File: src/rtl/mem_arb_pkg.sv
// Shared types and constants for the unified memory-port arbiter.
// No logic; pure declarations.
// Imported by the arbiter top.
package mem_arb_pkg;

   typedef enum logic [2:0] {
      IDLE   = 3'd0,
      BUSY_I = 3'd1,
      BUSY_D = 3'd2,
      RESP_I = 3'd3,
      RESP_D = 3'd4
   } arb_state_t;

   // Winner select used to steer the request fields onto the memory port
   localparam logic GNT_I = 1'b0;
   localparam logic GNT_D = 1'b1;

   // Instruction fetches always read a whole word
   localparam logic [3:0] BE_WORD = 4'b1111;

endpackage

File: src/rtl/arb_sat_counter.sv
// Saturating up-counter with synchronous clear, used for starvation and timeout tracking.
// Latency: count updates one cycle after inc/clr; at_max is combinational from cnt.
// Backpressure: none; inc is ignored once the counter sits at MAX.
module arb_sat_counter #(
   parameter int MAX = 4,
   parameter int W   = (MAX < 2) ? 1 : $clog2(MAX + 1)
) (
   input  logic         clk,
   input  logic         rst,
   input  logic         clr,
   input  logic         inc,
   output logic [W-1:0] cnt,
   output logic         at_max
);

   assign at_max = (cnt == W'(MAX));

   // Count register: clear has priority over increment, holds at MAX
   always_ff @(posedge clk) begin
      if (!rst) begin
         cnt <= '0;
      end else if (clr) begin
         cnt <= '0;
      end else if (inc && !at_max) begin
         cnt <= cnt + W'(1);
      end
   end

endmodule

File: src/rtl/mem_port_arbiter.sv
// Shares one memory port between instruction fetch (I) and load/store (D), D first with I anti-starvation.
// Latency: grant -> mem_req next cycle; mem_ready (or timeout) -> one-cycle ack the cycle after.
// Backpressure: requesters hold req until ack; stall_if/stall_d tell the pipeline to wait.
module mem_port_arbiter
   import mem_arb_pkg::*;
#(
   parameter int AW       = 32,
   parameter int DW       = 32,
   parameter int MAX_WAIT = 4,
   parameter int TIMEOUT  = 16
) (
   input  logic          clk,
   input  logic          rst,
   input  logic          if_req,
   input  logic [AW-1:0] if_addr,
   output logic [DW-1:0] if_rdata,
   output logic          if_ack,
   output logic          if_err,
   input  logic          d_req,
   input  logic          d_we,
   input  logic [AW-1:0] d_addr,
   input  logic [DW-1:0] d_wdata,
   input  logic [3:0]    d_be,
   output logic [DW-1:0] d_rdata,
   output logic          d_ack,
   output logic          d_err,
   output logic          mem_req,
   output logic          mem_we,
   output logic [AW-1:0] mem_addr,
   output logic [DW-1:0] mem_wdata,
   output logic [3:0]    mem_be,
   input  logic [DW-1:0] mem_rdata,
   input  logic          mem_ready,
   output logic          stall_if,
   output logic          stall_d
);

   localparam int SW = (MAX_WAIT < 2) ? 1 : $clog2(MAX_WAIT + 1);
   localparam int TW = (TIMEOUT < 3) ? 1 : $clog2(TIMEOUT);

   arb_state_t    state;
   arb_state_t    next_state;

   logic          gnt_i;
   logic          gnt_d;
   logic          gnt_sel;
   logic          busy;
   logic          done;
   logic          done_i;
   logic          done_d;
   logic          timed_out;
   logic          starve_full;
   logic          to_last;

   logic [SW-1:0] starve_cnt;
   logic          starve_at_max;
   logic [TW-1:0] to_cnt;
   logic          to_at_max;

   assign starve_full = (starve_cnt == SW'(MAX_WAIT));
   assign to_last     = (to_cnt == TW'(TIMEOUT - 1));

   // Passed-over count for I: bumps on each D win while I waits, cleared when I wins
   arb_sat_counter #(.MAX(MAX_WAIT), .W(SW)) u_starve (
      .clk    (clk),
      .rst    (rst),
      .clr    (gnt_i),
      .inc    (gnt_d && if_req && !starve_at_max),
      .cnt    (starve_cnt),
      .at_max (starve_at_max)
   );

   // Cycles spent waiting on memory for the current transaction
   arb_sat_counter #(.MAX(TIMEOUT - 1), .W(TW)) u_timeout (
      .clk    (clk),
      .rst    (rst),
      .clr    (gnt_i || gnt_d),
      .inc    (busy && !to_at_max),
      .cnt    (to_cnt),
      .at_max (to_at_max)
   );

   // State register
   always_ff @(posedge clk) begin
      if (!rst) begin
         state <= IDLE;
      end else begin
         state <= next_state;
      end
   end

   // Next-state: grant from IDLE, finish BUSY on ready or timeout, RESP always returns to IDLE
   always_comb begin
      next_state = state;
      case (state)
         IDLE: begin
            if (gnt_d) begin
               next_state = BUSY_D;
            end else if (gnt_i) begin
               next_state = BUSY_I;
            end
         end
         BUSY_I:  if (done) next_state = RESP_I;
         BUSY_D:  if (done) next_state = RESP_D;
         RESP_I:  next_state = IDLE;
         RESP_D:  next_state = IDLE;
         default: next_state = IDLE;
      endcase
   end

   // Decode: grant arbitration and transaction completion; mem_ready beats a same-cycle timeout
   always_comb begin
      gnt_d     = (state == IDLE) && d_req && !(if_req && starve_full);
      gnt_i     = (state == IDLE) && if_req && !gnt_d;
      gnt_sel   = gnt_d ? GNT_D : GNT_I;
      busy      = (state == BUSY_I) || (state == BUSY_D);
      timed_out = busy && !mem_ready && to_last;
      done      = busy && (mem_ready || to_last);
      done_i    = done && (state == BUSY_I);
      done_d    = done && (state == BUSY_D);
   end

   // Memory-port and response registers; request fields latch only at grant
   always_ff @(posedge clk) begin
      if (!rst) begin
         mem_req   <= 1'b0;
         mem_we    <= 1'b0;
         mem_addr  <= '0;
         mem_wdata <= '0;
         mem_be    <= '0;
         if_rdata  <= '0;
         if_ack    <= 1'b0;
         if_err    <= 1'b0;
         d_rdata   <= '0;
         d_ack     <= 1'b0;
         d_err     <= 1'b0;
      end else begin
         if (gnt_i || gnt_d) begin
            mem_addr  <= (gnt_sel == GNT_D) ? d_addr  : if_addr;
            mem_we    <= (gnt_sel == GNT_D) ? d_we    : 1'b0;
            mem_be    <= (gnt_sel == GNT_D) ? d_be    : BE_WORD;
            mem_wdata <= (gnt_sel == GNT_D) ? d_wdata : '0;
         end
         mem_req  <= (next_state == BUSY_I) || (next_state == BUSY_D);
         if_ack   <= done_i;
         if_err   <= done_i && timed_out;
         if_rdata <= (done_i && mem_ready) ? mem_rdata : '0;
         d_ack    <= done_d;
         d_err    <= done_d && timed_out;
         d_rdata  <= (done_d && mem_ready && !mem_we) ? mem_rdata : '0;
      end
   end

   assign stall_if = if_req && !if_ack;
   assign stall_d  = d_req && !d_ack;

endmodule

File: config.mk
export PLATFORM = sky130hd
export DESIGN_NAME = mem_port_arbiter
export DESIGN_NICKNAME = d
export VERILOG_FILES = /design/src/rtl/mem_arb_pkg.sv /design/src/rtl/arb_sat_counter.sv /design/src/rtl/mem_port_arbiter.sv
export SDC_FILE = /design/constraint.sdc
export NUM_CORES = 1
export LEC_CHECK = 0
export CELL_PAD_IN_SITES_DETAIL_PLACEMENT = 1
export CELL_PAD_IN_SITES_GLOBAL_PLACEMENT = 1
export CORE_AREA = 2 2 114 198
export CTS_CLUSTER_SIZE = 14
export DETAILED_ROUTE_END_ITERATION = 10
export DIE_AREA = 0 0 116 200
export PLACE_DENSITY_LB_ADDON = 0.1
export SYNTH_ARGS = -nofsm -noshare
export SYNTH_HDL_FRONTEND = slang
export SYNTH_HIERARCHICAL = 1
export SYNTH_SLANG_ARGS = --single-unit
File: constraint.sdc
create_clock -name clk -period 2 [get_ports clk]
set_clock_uncertainty 0.05 [all_clocks]
set_input_delay 0.5 -clock clk [delete_from_list [all_inputs] [get_ports clk]]
set_output_delay 0.5 -clock clk [all_outputs]
set_load 0.005 [all_outputs]
* Word level (Yosys, flattened, before mapping)
Cells that the tools add are included.
** Word-level totals
- Output and inout bits :: 140
- Latch bits :: 0
- Bits in writable memories :: 0
- Bits of input ports :: 138
- Memories :: 0
- Bits in registers :: 148
- ROM bits :: 0
- Word-level logic and storage cells :: 72
** Cells by class
- Reductions and logical operators :: 39
- Bitwise logic cells :: 1
- $add $sub $neg :: 2
- Equality and inequality tests :: 6
- Order comparisons :: 0
- Multipliers :: 0
- Shift-type cells :: 0
- Divide/modulo/power cells :: 0
- Muxes and demuxes :: 10
** Operator list (count)
- $mux 32 :: 2
- $logic_and 1x1->1 :: 22
- $mux 3 :: 4
- $pmux 3 s3 :: 1
- $logic_not 1->1 :: 8
- $eq 3x1->1 const B :: 2
- $eq 3x2->1 const B :: 2
- $add 4x1->4 const B :: 1
- $eq 4x4->1 const B :: 1
- $logic_or 1x1->1 :: 4
- $mux 4 :: 1
- $reduce_and 2->1 :: 2
- $reduce_or 2->1 :: 2
- $add 3x1->3 const B :: 1
- $eq 3x3->1 const B :: 1
- $logic_not 3->1 :: 1
- $mux 1 :: 2
- $not 1->1 :: 1

* Logic depth before layout (Yosys ltp)
Gate-level depths: netlist of the first run.
- Depth after elaboration :: 11
- Gate-level depth with buffers :: 7
- Mapped depth without buffers :: 6

* Modules after synthesis
The synthesis of the first run kept the hierarchy.
** By module, submodules not included
- mem_port_arbiter :: sequential area each 2822.7 µm², area each 5333.9 µm², cells an instance 530, times used 1
- arb_sat_counter (u_timeout) :: sequential area each 80.1 µm², area each 197.7 µm², cells an instance 22, times used 1
- arb_sat_counter (u_starve) :: sequential area each 60.1 µm², area each 187.7 µm², cells an instance 18, times used 1

* Least setup slack after synthesis of the first run
No wires, ideal clock.
- Kind :: register to register
- From :: reg u_timeout.cnt[0]
- To :: reg u_timeout.cnt[0]
- Clock period less this slack :: 1965 ps
- Slack :: 35 ps
- Data arrival time :: 1845 ps
- Library setup time :: 70 ps
- Required time :: 1880 ps
- Stages on the path, launching flop included :: 8
- Path through :: dfxtp_1 -> ha_1 -> and3_1 -> buf_6 -> a211oi_1 -> clkinv_1 -> or3_1 -> a21oi_1
** Between the ends
- Cells in the longest elaborated chain, start to end :: 4
- Elaborated cells between the ends (all ways) :: 5
** Ends and longest elaborated chain
- from (decl) :: RTL line arb_sat_counter.sv:12 : output logic [W-1:0] cnt,
- from (signal assigned) :: RTL line arb_sat_counter.sv:25 : cnt <= cnt + W'(1);
- $eq 4x4->1 (*) :: RTL line arb_sat_counter.sv:16 : assign at_max = (cnt == W'(MAX));
- via to_at_max :: RTL line mem_port_arbiter.sv:58 : logic to_at_max;
- $logic_not 1->1 (*) :: RTL line arb_sat_counter.sv:24, mem_port_arbiter.sv:78
- $logic_and 1x1->1 :: RTL line mem_port_arbiter.sv:78 : .inc (busy && !to_at_max),
- $logic_and 1x1->1 (*) :: RTL line arb_sat_counter.sv:24 : end else if (inc && !at_max) begin
Mark *: on every way through the listed nets, which the timed path passes. The rest lies on a longest branch.
A chain may end at the register's enable or synchronous reset.

* Worst setup path after layout of the first run
- From :: in d_req
- To :: out stall_d
** Between the ends
- Cells in the longest elaborated chain, start to end :: 1
** Ends and longest elaborated chain
- from (decl) :: RTL line mem_port_arbiter.sv:19 : input logic d_req,
- $logic_and 1x1->1 :: RTL line mem_port_arbiter.sv:155 : assign stall_d = d_req && !d_ack;
- to (decl) :: RTL line mem_port_arbiter.sv:35 : output logic stall_d
No other way between the ends.

==> flow_summary.html, run 1 <==
<table>
<tr><th>Metric</th><th>Value</th></tr>
<tr><th colspan="2">Run status</th></tr>
<tr><td>Run status</td><td>finished, final reports clean</td></tr>
<tr><th colspan="2">Timing</th></tr>
<tr><td>Final setup vio count</td><td>0</td></tr>
<tr><td>Minimum setup slack in the final design</td><td>0.0832 ns</td></tr>
<tr><td>Transition time at the pin with the least slew margin</td><td>between 0.5 and 0.6 ns</td></tr>
<tr><td>Crit share post-route</td><td>between 90% and 100%</td></tr>
<tr><td>Worst-case hold slack</td><td>0.428 ns</td></tr>
<tr><td>Relative slew slack</td><td>between 60 and 70%</td></tr>
<tr><td>Clock period minus final worst setup slack</td><td>1.92 ns</td></tr>
<tr><td>Final hold violations</td><td>0</td></tr>
<tr><td>Unrepaired setup endpoints after global routing</td><td>false</td></tr>
<tr><td>Max Freq</td><td>0.522 GHz</td></tr>
<tr><td>Count of pins over their slew limit</td><td>0</td></tr>
<tr><th colspan="2">Die</th></tr>
<tr><td>Die Ht</td><td>~200 um</td></tr>
<tr><td>Cell row count</td><td>between 70 and 80</td></tr>
<tr><td>Core box area</td><td>21500 um^2</td></tr>
<tr><td>Starting density of the core</td><td>about a quarter</td></tr>
<tr><td>X dimension of the die</td><td>116 um</td></tr>
<tr><td>Die ar.</td><td>~23000 um^2</td></tr>
<tr><td>Top-level port count</td><td>~280</td></tr>
<tr><th colspan="2">Placement</th></tr>
<tr><td>Final estimated routing congestion in global placement</td><td>about 0.77</td></tr>
<tr><td>DP Worst Slack</td><td>-0.423 ns</td></tr>
<tr><td>Placed inst area</td><td>between 8000 and 9000 um^2</td></tr>
<tr><td>Placed insts</td><td>~1100</td></tr>
<tr><td>Detailed Place HPWL</td><td>approximately 15 mm</td></tr>
<tr><td>Number of input and output port buffers inserted</td><td>roughly 280</td></tr>
<tr><th colspan="2">Drt</th></tr>
<tr><td>Average vias per placed instance</td><td>roughly 4.7</td></tr>
<tr><td>Count of routing violations after the opening detailed-route iteration</td><td>between 200 and 250</td></tr>
<tr><td>Detailed Routing Iterations Pass 1</td><td>6</td></tr>
<tr><td>Number of remaining DRC errors</td><td>0</td></tr>
<tr><td>Routed wire length</td><td>about 20 mm</td></tr>
<tr><td>Number of antenna-violating nets in the routed design</td><td>0</td></tr>
<tr><td>Final routed wire length divided by cell count</td><td>17.8 um</td></tr>
<tr><td>Vias post-DR</td><td>between 5000 and 6000</td></tr>
<tr><th colspan="2">Synth</th></tr>
<tr><td>Post-synth EDFFs</td><td>0</td></tr>
<tr><td>Synth Net Count</td><td>just over 700</td></tr>
<tr><td>Number of synthesized register bits</td><td>approximately 150</td></tr>
<tr><td>Sequential share of the synthesized area</td><td>between 50% and 60%</td></tr>
<tr><td>Synthesized instance count</td><td>570</td></tr>
<tr><td>Most frequently used flop master after synthesis</td><td>dfxtp_1</td></tr>
<tr><td>Yosys warns</td><td>6</td></tr>
<tr><td>Syn Std Cell Area</td><td>~5700 um^2</td></tr>
<tr><td>Share of flip-flops with an asynchronous set or reset</td><td>0%</td></tr>
<tr><td>Post-synthesis cell type count</td><td>between 40 and 50</td></tr>
<tr><td>Avg Inst Size Synth</td><td>10.0 um^2</td></tr>
<tr><th colspan="2">Global route</th></tr>
<tr><td>Wire length of the first global-routing pass</td><td>31.4 mm</td></tr>
<tr><td>Aggregate global routing overflow</td><td>0</td></tr>
<tr><td>All-layer global routing usage</td><td>about 17%</td></tr>
<tr><td>Antenna violations before repair</td><td>0</td></tr>
<tr><td>Vias in the first global route</td><td>approximately 6000</td></tr>
<tr><td>Largest net degree at the start of global routing</td><td>48</td></tr>
<tr><th colspan="2">Critical path</th></tr>
<tr><td>Slowest cell on the critical path</td><td>clkdlybuf4s50_1</td></tr>
<tr><td>Maximum fanout encountered on the critical timing path</td><td>2</td></tr>
<tr><td>Startpoint of the most critical register-to-register path</td><td>u_starve/cnt[0]$_SDFFE_PP0P_</td></tr>
<tr><td>End point of the critical path</td><td>stall_d</td></tr>
<tr><td>FF-to-FF End</td><td>u_starve/cnt[0]$_SDFFE_PP0P_</td></tr>
<tr><td>Reg-to-reg slack, setup</td><td>roughly 0.19 ns</td></tr>
<tr><td>Data arrival time of the critical path</td><td>between 1 and 1.5 ns</td></tr>
<tr><td>Largest stage delay on the critical path</td><td>0.51 ns</td></tr>
<tr><td>Critical Path Source</td><td>d_req</td></tr>
<tr><td>Number of cells on the worst reg-to-reg path</td><td>6</td></tr>
<tr><td>Number of logic stages on the critical path including buffering</td><td>4</td></tr>
<tr><td>Kind of cell adding the most delay to the critical path</td><td>buffers and inverters</td></tr>
<tr><td>Worst setup SP type</td><td>input pin</td></tr>
<tr><td>Worst Path Class, Setup</td><td>in2out</td></tr>
<tr><td>Crit path capture type</td><td>primary output</td></tr>
<tr><td>Total buffers and inverters traversed by the critical path</td><td>3</td></tr>
<tr><td>Worst Path Required</td><td>1.45 ns</td></tr>
<tr><td>Worst path cell trace</td><td>clkdlybuf4s50_1 &gt; clkinv_2 &gt; nor2_2 &gt; buf_2</td></tr>
<tr><th colspan="2">Finish</th></tr>
<tr><td>Area growth from synthesis to final layout</td><td>67.4%</td></tr>
<tr><td>Finished layout cell area</td><td>9570 um^2</td></tr>
<tr><td>Antenna diodes</td><td>0</td></tr>
<tr><td>Non-filler cells, final</td><td>1147</td></tr>
<tr><td>Share of post-route cells with drive strength above 1</td><td>a little over an eighth</td></tr>
<tr><td>Number of nets in the layout</td><td>roughly 980</td></tr>
<tr><th colspan="2">Pwr</th></tr>
<tr><td>Power per cell area</td><td>841 nW/um^2</td></tr>
<tr><td>Worst vdd ir</td><td>0.454 mV</td></tr>
<tr><td>Pleak</td><td>3.51 nW</td></tr>
<tr><th colspan="2">Job</th></tr>
<tr><td>Max-cap violations</td><td>0</td></tr>
<tr><th colspan="2">Clock network</th></tr>
<tr><td>CTS tree</td><td>yes</td></tr>
<tr><td>Clock Pin Slew Worst Setup and Hold Paths</td><td>around 0.06 ns</td></tr>
<tr><td>Max Root-Sink Buffers</td><td>2</td></tr>
<tr><td>Hold buffer count at cts</td><td>0</td></tr>
<tr><td>Number of levels the H-tree was split into</td><td>4</td></tr>
<tr><td>Number of clock sinks</td><td>148</td></tr>
<tr><td>Count of buffers added by post-CTS timing repair for setup</td><td>0</td></tr>
<tr><td>Clock latency on the worst-skew pair</td><td>0.42 ns</td></tr>
<tr><td>Buffer cell driving the clock tree root</td><td>clkbuf_16</td></tr>
<tr><td>TritonCTS Buffers</td><td>17</td></tr>
<tr><th colspan="2">Worst hold path</th></tr>
<tr><td>Worst hold path class</td><td>reg2reg</td></tr>
</table>
## worst min-delay path by stage
stage | startpoint | endpoint | slack, ns | cells after the start
CTS | rst | u_starve/cnt[0]$_SDFFE_PP0P_ | 0.43 | 3
detailed placement | mem_addr[20]$_SDFFE_PN0P_ | mem_addr[20]$_SDFFE_PN0P_ | 0.42 | 2
global placement | mem_wdata[28]$_SDFFE_PN0P_ | mem_wdata[28]$_SDFFE_PN0P_ | 0.41 | 2
global route | rst | u_starve/cnt[0]$_SDFFE_PP0P_ | 0.45 | 3
finish | mem_wdata[28]$_SDFFE_PN0P_ | mem_wdata[28]$_SDFFE_PN0P_ | 0.43 | 2
floorplan | mem_wdata[27]$_SDFFE_PN0P_ | mem_wdata[27]$_SDFFE_PN0P_ | 0.41 | 2
## cells in the final DEF, fill, tap and decap left out, drive strengths merged, types with 3 or more instances in the layout
| master | Yosys | final |
|---|---|---|
| clkdlybuf4s50 | 0 | 273 |
| dfxtp | 148 | 148 |
| and2 | 65 | 65 |
| nand2 | 65 | 65 |
| o21ai | 38 | 38 |
| nand4 | 35 | 35 |
| a21boi | 34 | 34 |
| buf | 17 | 34 |
| a31oi | 32 | 32 |
| o41ai | 32 | 32 |
| clkbuf | 39 | 21 |
| nor2 | 8 | 8 |
| inv | 4 | 7 |
| a21oi | 6 | 6 |
| nand2b | 4 | 4 |
| o221a | 4 | 4 |
| bufinv | 0 | 4 |
| nand3b | 4 | 4 |
| clkinv | 2 | 4 |
| ha | 3 | 3 |
| a211oi | 3 | 3 |
| nor4 | 3 | 3 |
| nor3 | 3 | 3 |
## stage by stage
step	power [mW]	utilization [%]	setup TNS, ns
after floorplan	3.82	-	0
after global placement	4.66	41.5	-18.64
after detailed placement	4.70	41.5	-20.75
after CTS	8.20	44.5	0
after global routing	8.41	44.5	0
final	8.05	44.5	0
## area by class of cell
class | count | area [um^2]
fill | 2411 | 11900
tap | 292 | 365
clock buffer | 21 | 460
timing repair buffer | 309 | 3070
sequential | 148 | 2960
clock inverter | 11 | 171
multi-input combinational | 360 | 2520
inverter | 6 | 23.8
## worst min-delay path, stage by stage (launching register included)
cell and delay [ns]:
dfxtp_1 0.31, o21ai_0 0.07, a21boi_1 0.06
## where the power goes
| group | leakage [nW] | internal, mW | switching, mW | total, mW |
|---|---|---|---|---|
| registers | 1.21 | 3.12 | 0.101 | 3.22 |
| clock network | 0.304 | 2.17 | 1.28 | 3.44 |
| logic | 2.00 | 0.782 | 0.606 | 1.39 |
| total | 3.51 | 6.07 | 1.98 | 8.05 |
## per-layer routing
metal	part of all wire (%)	global-route usage, %
met1	38	18.1
met4	2.3	6.70
met5	0	0
met2	53	32.2
met3	6.8	5.25
## cells in the mapped netlist, drive strengths merged (4+ instances only)
cell / number / area, um^2
dfxtp: 148 / 2960
a31oi: 32 / 200
inv: 4 / 15.0
nor2: 8 / 32.5
and2: 65 / 407
nand2: 65 / 244
a21boi: 34 / 255
o41ai: 32 / 475
o21ai: 38 / 190
nand4: 35 / 219
o221a: 4 / 45.0
nand3b: 4 / 30.0
buf: 17 / 123
clkbuf: 39 / 146
nand2b: 4 / 25.0
a21oi: 6 / 30.0
## timing repair
action,4_1_cts,5_1_grt
setup endpoints to repair,4,7
endpoints found under the hold margin,0,0
resized for setup,9,4
pin swaps,0,0
## sequential cells by signal, indices dropped and copies added (netlist names)
| register | flops |
|---|---|
| u_starve/cnt | 3 |
| if_rdata | 32 |
| if_err | 1 |
| u_timeout/cnt | 4 |
| mem_wdata | 32 |
| d_rdata | 32 |
| mem_we | 1 |
| mem_req | 1 |
| d_ack | 1 |
| if_ack | 1 |
| d_err | 1 |
| mem_be | 4 |
| state | 3 |
| mem_addr | 32 |
## cell families (layout without fill, tap and decap cells)
| family | Yosys count | count (layout) | share of synthesized area [%] |
|---|---|---|---|
| AOI/OAI and AO/OA | 151 | 151 | 21.6 |
| and+or+nand+nor | 203 | 203 | 20.3 |
| muxes | 3 | 3 | 0.547 |
| buffers and inverters | 62 | 347 | 5.10 |
| adders and majority gates | 3 | 3 | 0.656 |
| DFF | 148 | 148 | 51.8 |
(Power assumes the default switching activity.)
==> inputs of run 2 (changes only) <==
- CAP_MARGIN: unset -> 20
==> results of run 2 <==
Same layout as run 1: the final DEF is identical, and so are final timing and power.
==> inputs of run 3 (changes only) <==
- ABC_CLOCK_PERIOD_IN_PS: unset -> 2500
- CORE_AREA: 2 2 114 198 -> 2 2 105 182
- DIE_AREA: 0 0 116 200 -> 0 0 107 184
- clock period: 2 -> 2.5 ns (I/O delays scaled with it)
==> run 3 against run 2 <==
Clock power down 25%. Sequential share of layout area up 0.71 points. Register-to-register slack better by 0.26 ns. Largest power group is now sequential cells.
==> flow_summary.html, run 3 (same netlist as run 1, synthesis figures left out) <==
<table>
<tr><th>Metric</th><th>Value</th></tr>
<tr><th colspan="2">Drt</th></tr>
<tr><td>Final routed wire length divided by cell count</td><td>about 18 um</td></tr>
<tr><td>Number of antenna-violating nets in the routed design</td><td>0</td></tr>
<tr><td>Detailed Routing Iterations Pass 1</td><td>5</td></tr>
<tr><td>Vias post-DR</td><td>about 5400</td></tr>
<tr><td>Average vias per placed instance</td><td>4.98</td></tr>
<tr><td>Number of remaining DRC errors</td><td>0</td></tr>
<tr><td>Routed wire length</td><td>about 19 mm</td></tr>
<tr><td>Count of routing violations after the opening detailed-route iteration</td><td>around 150</td></tr>
<tr><th colspan="2">Critical path</th></tr>
<tr><td>Reg-to-reg slack, setup</td><td>between 0.4 and 0.5 ns</td></tr>
<tr><td>Worst Path Required</td><td>1.82 ns</td></tr>
<tr><td>Worst path cell trace</td><td>clkdlybuf4s50_1 &gt; clkinv_1 &gt; nor2_1 &gt; dlygate4sd2_1</td></tr>
<tr><td>Slowest cell on the critical path</td><td>clkdlybuf4s50_1</td></tr>
<tr><td>Largest stage delay on the critical path</td><td>roughly 0.52 ns</td></tr>
<tr><td>Data arrival time of the critical path</td><td>1.65 ns</td></tr>
<tr><td>Worst Path Class, Setup</td><td>in2out</td></tr>
<tr><td>FF-to-FF End</td><td>mem_wdata[19]$_SDFFE_PN0P_</td></tr>
<tr><td>Maximum fanout encountered on the critical timing path</td><td>2</td></tr>
<tr><td>Number of cells on the worst reg-to-reg path</td><td>4</td></tr>
<tr><td>Startpoint of the most critical register-to-register path</td><td>state[0]$_SDFF_PN0_</td></tr>
<tr><td>Crit path capture type</td><td>primary output</td></tr>
<tr><td>Worst setup SP type</td><td>input pin</td></tr>
<tr><th colspan="2">Global route</th></tr>
<tr><td>Routing layer with the top usage in global route</td><td>met2</td></tr>
<tr><td>Met2 Track Usage GR</td><td>between 30% and 40%</td></tr>
<tr><td>All-layer global routing usage</td><td>about a fifth</td></tr>
<tr><td>Wire length of the first global-routing pass</td><td>~30 mm</td></tr>
<tr><td>Largest net degree at the start of global routing</td><td>38</td></tr>
<tr><td>Antenna violations before repair</td><td>0</td></tr>
<tr><td>Grt met3 use</td><td>roughly 5.5%</td></tr>
<tr><td>Met1 Usage GRT</td><td>a little over a fifth</td></tr>
<tr><td>Vias in the first global route</td><td>between 5000 and 6000</td></tr>
<tr><td>Aggregate global routing overflow</td><td>0</td></tr>
<tr><th colspan="2">Worst hold path</th></tr>
<tr><td>Count of cells along the worst hold path</td><td>2</td></tr>
<tr><td>Worst hold path class</td><td>reg2reg</td></tr>
<tr><td>Hold_sp</td><td>mem_wdata[9]$_SDFFE_PN0P_</td></tr>
<tr><td>End point of the worst hold path</td><td>mem_wdata[9]$_SDFFE_PN0P_</td></tr>
<tr><th colspan="2">Placement</th></tr>
<tr><td>DP Worst Slack</td><td>-0.154 ns</td></tr>
<tr><td>Number of input and output port buffers inserted</td><td>about 280</td></tr>
<tr><td>Detailed Place HPWL</td><td>~14 mm</td></tr>
<tr><td>Final estimated routing congestion in global placement</td><td>0.719</td></tr>
<tr><th colspan="2">Timing</th></tr>
<tr><td>Relative slew slack</td><td>61.3%</td></tr>
<tr><td>Minimum setup slack in the final design</td><td>around 0.18 ns</td></tr>
<tr><td>Max Freq</td><td>~0.43 GHz</td></tr>
<tr><td>Count of pins over their slew limit</td><td>0</td></tr>
<tr><td>Clock period minus final worst setup slack</td><td>between 2 and 2.5 ns</td></tr>
<tr><td>Transition time at the pin with the least slew margin</td><td>0.580 ns</td></tr>
<tr><td>Worst-case hold slack</td><td>between 0.4 and 0.5 ns</td></tr>
<tr><td>Crit share post-route</td><td>92.8%</td></tr>
<tr><td>Final setup vio count</td><td>0</td></tr>
<tr><td>Unrepaired setup endpoints after global routing</td><td>false</td></tr>
<tr><td>Final hold violations</td><td>0</td></tr>
<tr><td>Setup Total Neg Slack</td><td>0 ns</td></tr>
<tr><th colspan="2">Pwr</th></tr>
<tr><td>Pleak</td><td>between 3 and 4 nW</td></tr>
<tr><td>Worst vdd ir</td><td>between 0.4 and 0.5 mV</td></tr>
<tr><td>Overall power consumption</td><td>between 6 and 7 mW</td></tr>
<tr><td>Power per cell area</td><td>approximately 670 nW/um^2</td></tr>
<tr><th colspan="2">Die</th></tr>
<tr><td>Top-level port count</td><td>278</td></tr>
<tr><td>X dimension of the die</td><td>between 100 and 150 um</td></tr>
<tr><td>Die ar.</td><td>about 20000 um^2</td></tr>
<tr><td>Cell row count</td><td>65</td></tr>
<tr><td>Core box area</td><td>~18000 um^2</td></tr>
<tr><td>Die Ht</td><td>roughly 180 um</td></tr>
<tr><td>Starting density of the core</td><td>around a third</td></tr>
<tr><th colspan="2">Finish</th></tr>
<tr><td>Most used cells in the layout excluding fill and tap cells</td><td>clkdlybuf4s50_1, dfxtp_1, and2_1, nand2_1</td></tr>
<tr><td>Share of post-route cells with drive strength above 1</td><td>between 10% and 20%</td></tr>
<tr><td>Filler instances</td><td>about 2000</td></tr>
<tr><td>Post-layout util</td><td>between 50% and 60%</td></tr>
<tr><td>Area growth from synthesis to final layout</td><td>63.6%</td></tr>
<tr><td>Antenna diodes</td><td>0</td></tr>
<tr><td>Number of nets in the layout</td><td>between 900 and 1000</td></tr>
<tr><td>Most common cell after layout, fill and taps aside</td><td>clkdlybuf4s50_1</td></tr>
<tr><th colspan="2">Clock network</th></tr>
<tr><td>TritonCTS Buffers</td><td>17</td></tr>
<tr><td>Clock latency on the worst-skew pair</td><td>between 0.4 and 0.5 ns</td></tr>
<tr><td>CTS tree</td><td>yes</td></tr>
<tr><td>Hold buffer count at cts</td><td>0</td></tr>
<tr><td>Number of levels the H-tree was split into</td><td>4</td></tr>
<tr><td>Max Root-Sink Buffers</td><td>2</td></tr>
<tr><td>Clock Pin Slew Worst Setup and Hold Paths</td><td>0.06 ns</td></tr>
<tr><td>Number of clock sinks</td><td>148</td></tr>
<tr><td>Buffer cell driving the clock tree root</td><td>clkbuf_16</td></tr>
<tr><th colspan="2">Job</th></tr>
<tr><td>Max-cap violations</td><td>0</td></tr>
<tr><th colspan="2">Run status</th></tr>
<tr><td>Run status</td><td>finished, final reports clean</td></tr>
</table>
==> run 3: changes by cell type in the layout (fill, tap and decap cells not counted), sizes merged <==
cell,before,now
buf,34,23
clkinv,4,6
bufinv,4,3
clkdlybuf4s50,273,274
inv,7,6
==> run 3: worst max path at each step <==
stage          startpoint                            to  slack, ns  depth (start not counted)
3_5_place_dp        d_req  u_starve/cnt[0]$_SDFFE_PP0P_      -0.15                          7
6_report            d_req                       stall_d       0.18                          4
3_3_place_gp        d_req                       stall_d      -0.12                          4
2_1_floorplan      if_req  u_starve/cnt[0]$_SDFFE_PP0P_       0.52                          6
5_1_grt             d_req                       stall_d       0.09                          4
4_1_cts             d_req                       stall_d       0.17                          4
==> run 3: routing by layer <==
layer	share of wire [%]	wire length, um	up-vias
li1	-	-	2570
met1	39	7650	2562
met2	53	10200	214
met3	6.0	1160	27
met4	2.2	425	0
met5	0	0	-
==> run 3: timing repair <==
action,in CTS,in global routing
setup endpoints to repair,2,0
resized for setup,2,0
buffers inserted,0,0
==> run 3: metrics by stage <==
| step | instances | cell area, um^2 |
|---|---|---|
| global route | 1079 | 9360 |
| finish | 1079 | 9360 |
| CTS | 1079 | 9360 |
| detailed placement | 1047 | 8770 |
| floorplan | 570 | 5720 |
| global placement | 1047 | 8770 |
==> run 3: power breakdown <==
group          internal (mW)  switching, mW  total (mW)
sequential              2.50         0.0857        2.58
combinational          0.603          0.471        1.07
clock                   1.58          0.991        2.57
total                   4.68           1.55        6.22
==> run 3: layout make-up <==
class / count / area (um^2) / area share, %
Clock buffer: 21 / 440 / 4.71
Clock inverter: 11 / 150 / 1.60
Inverter: 6 / 22.5 / 0.241
Multi-Input combinational cell: 360 / 2510 / 26.8
Sequential cell: 148 / 2960 / 31.7
Tap cell: 234 / 293 / 3.13
Timing Repair Buffer: 299 / 2980 / 31.9
==> run 3: critical path: cells and delay by family <==
family	cells	cell delay, ns
simple gates	1	0.10
buf+inv	3	0.93
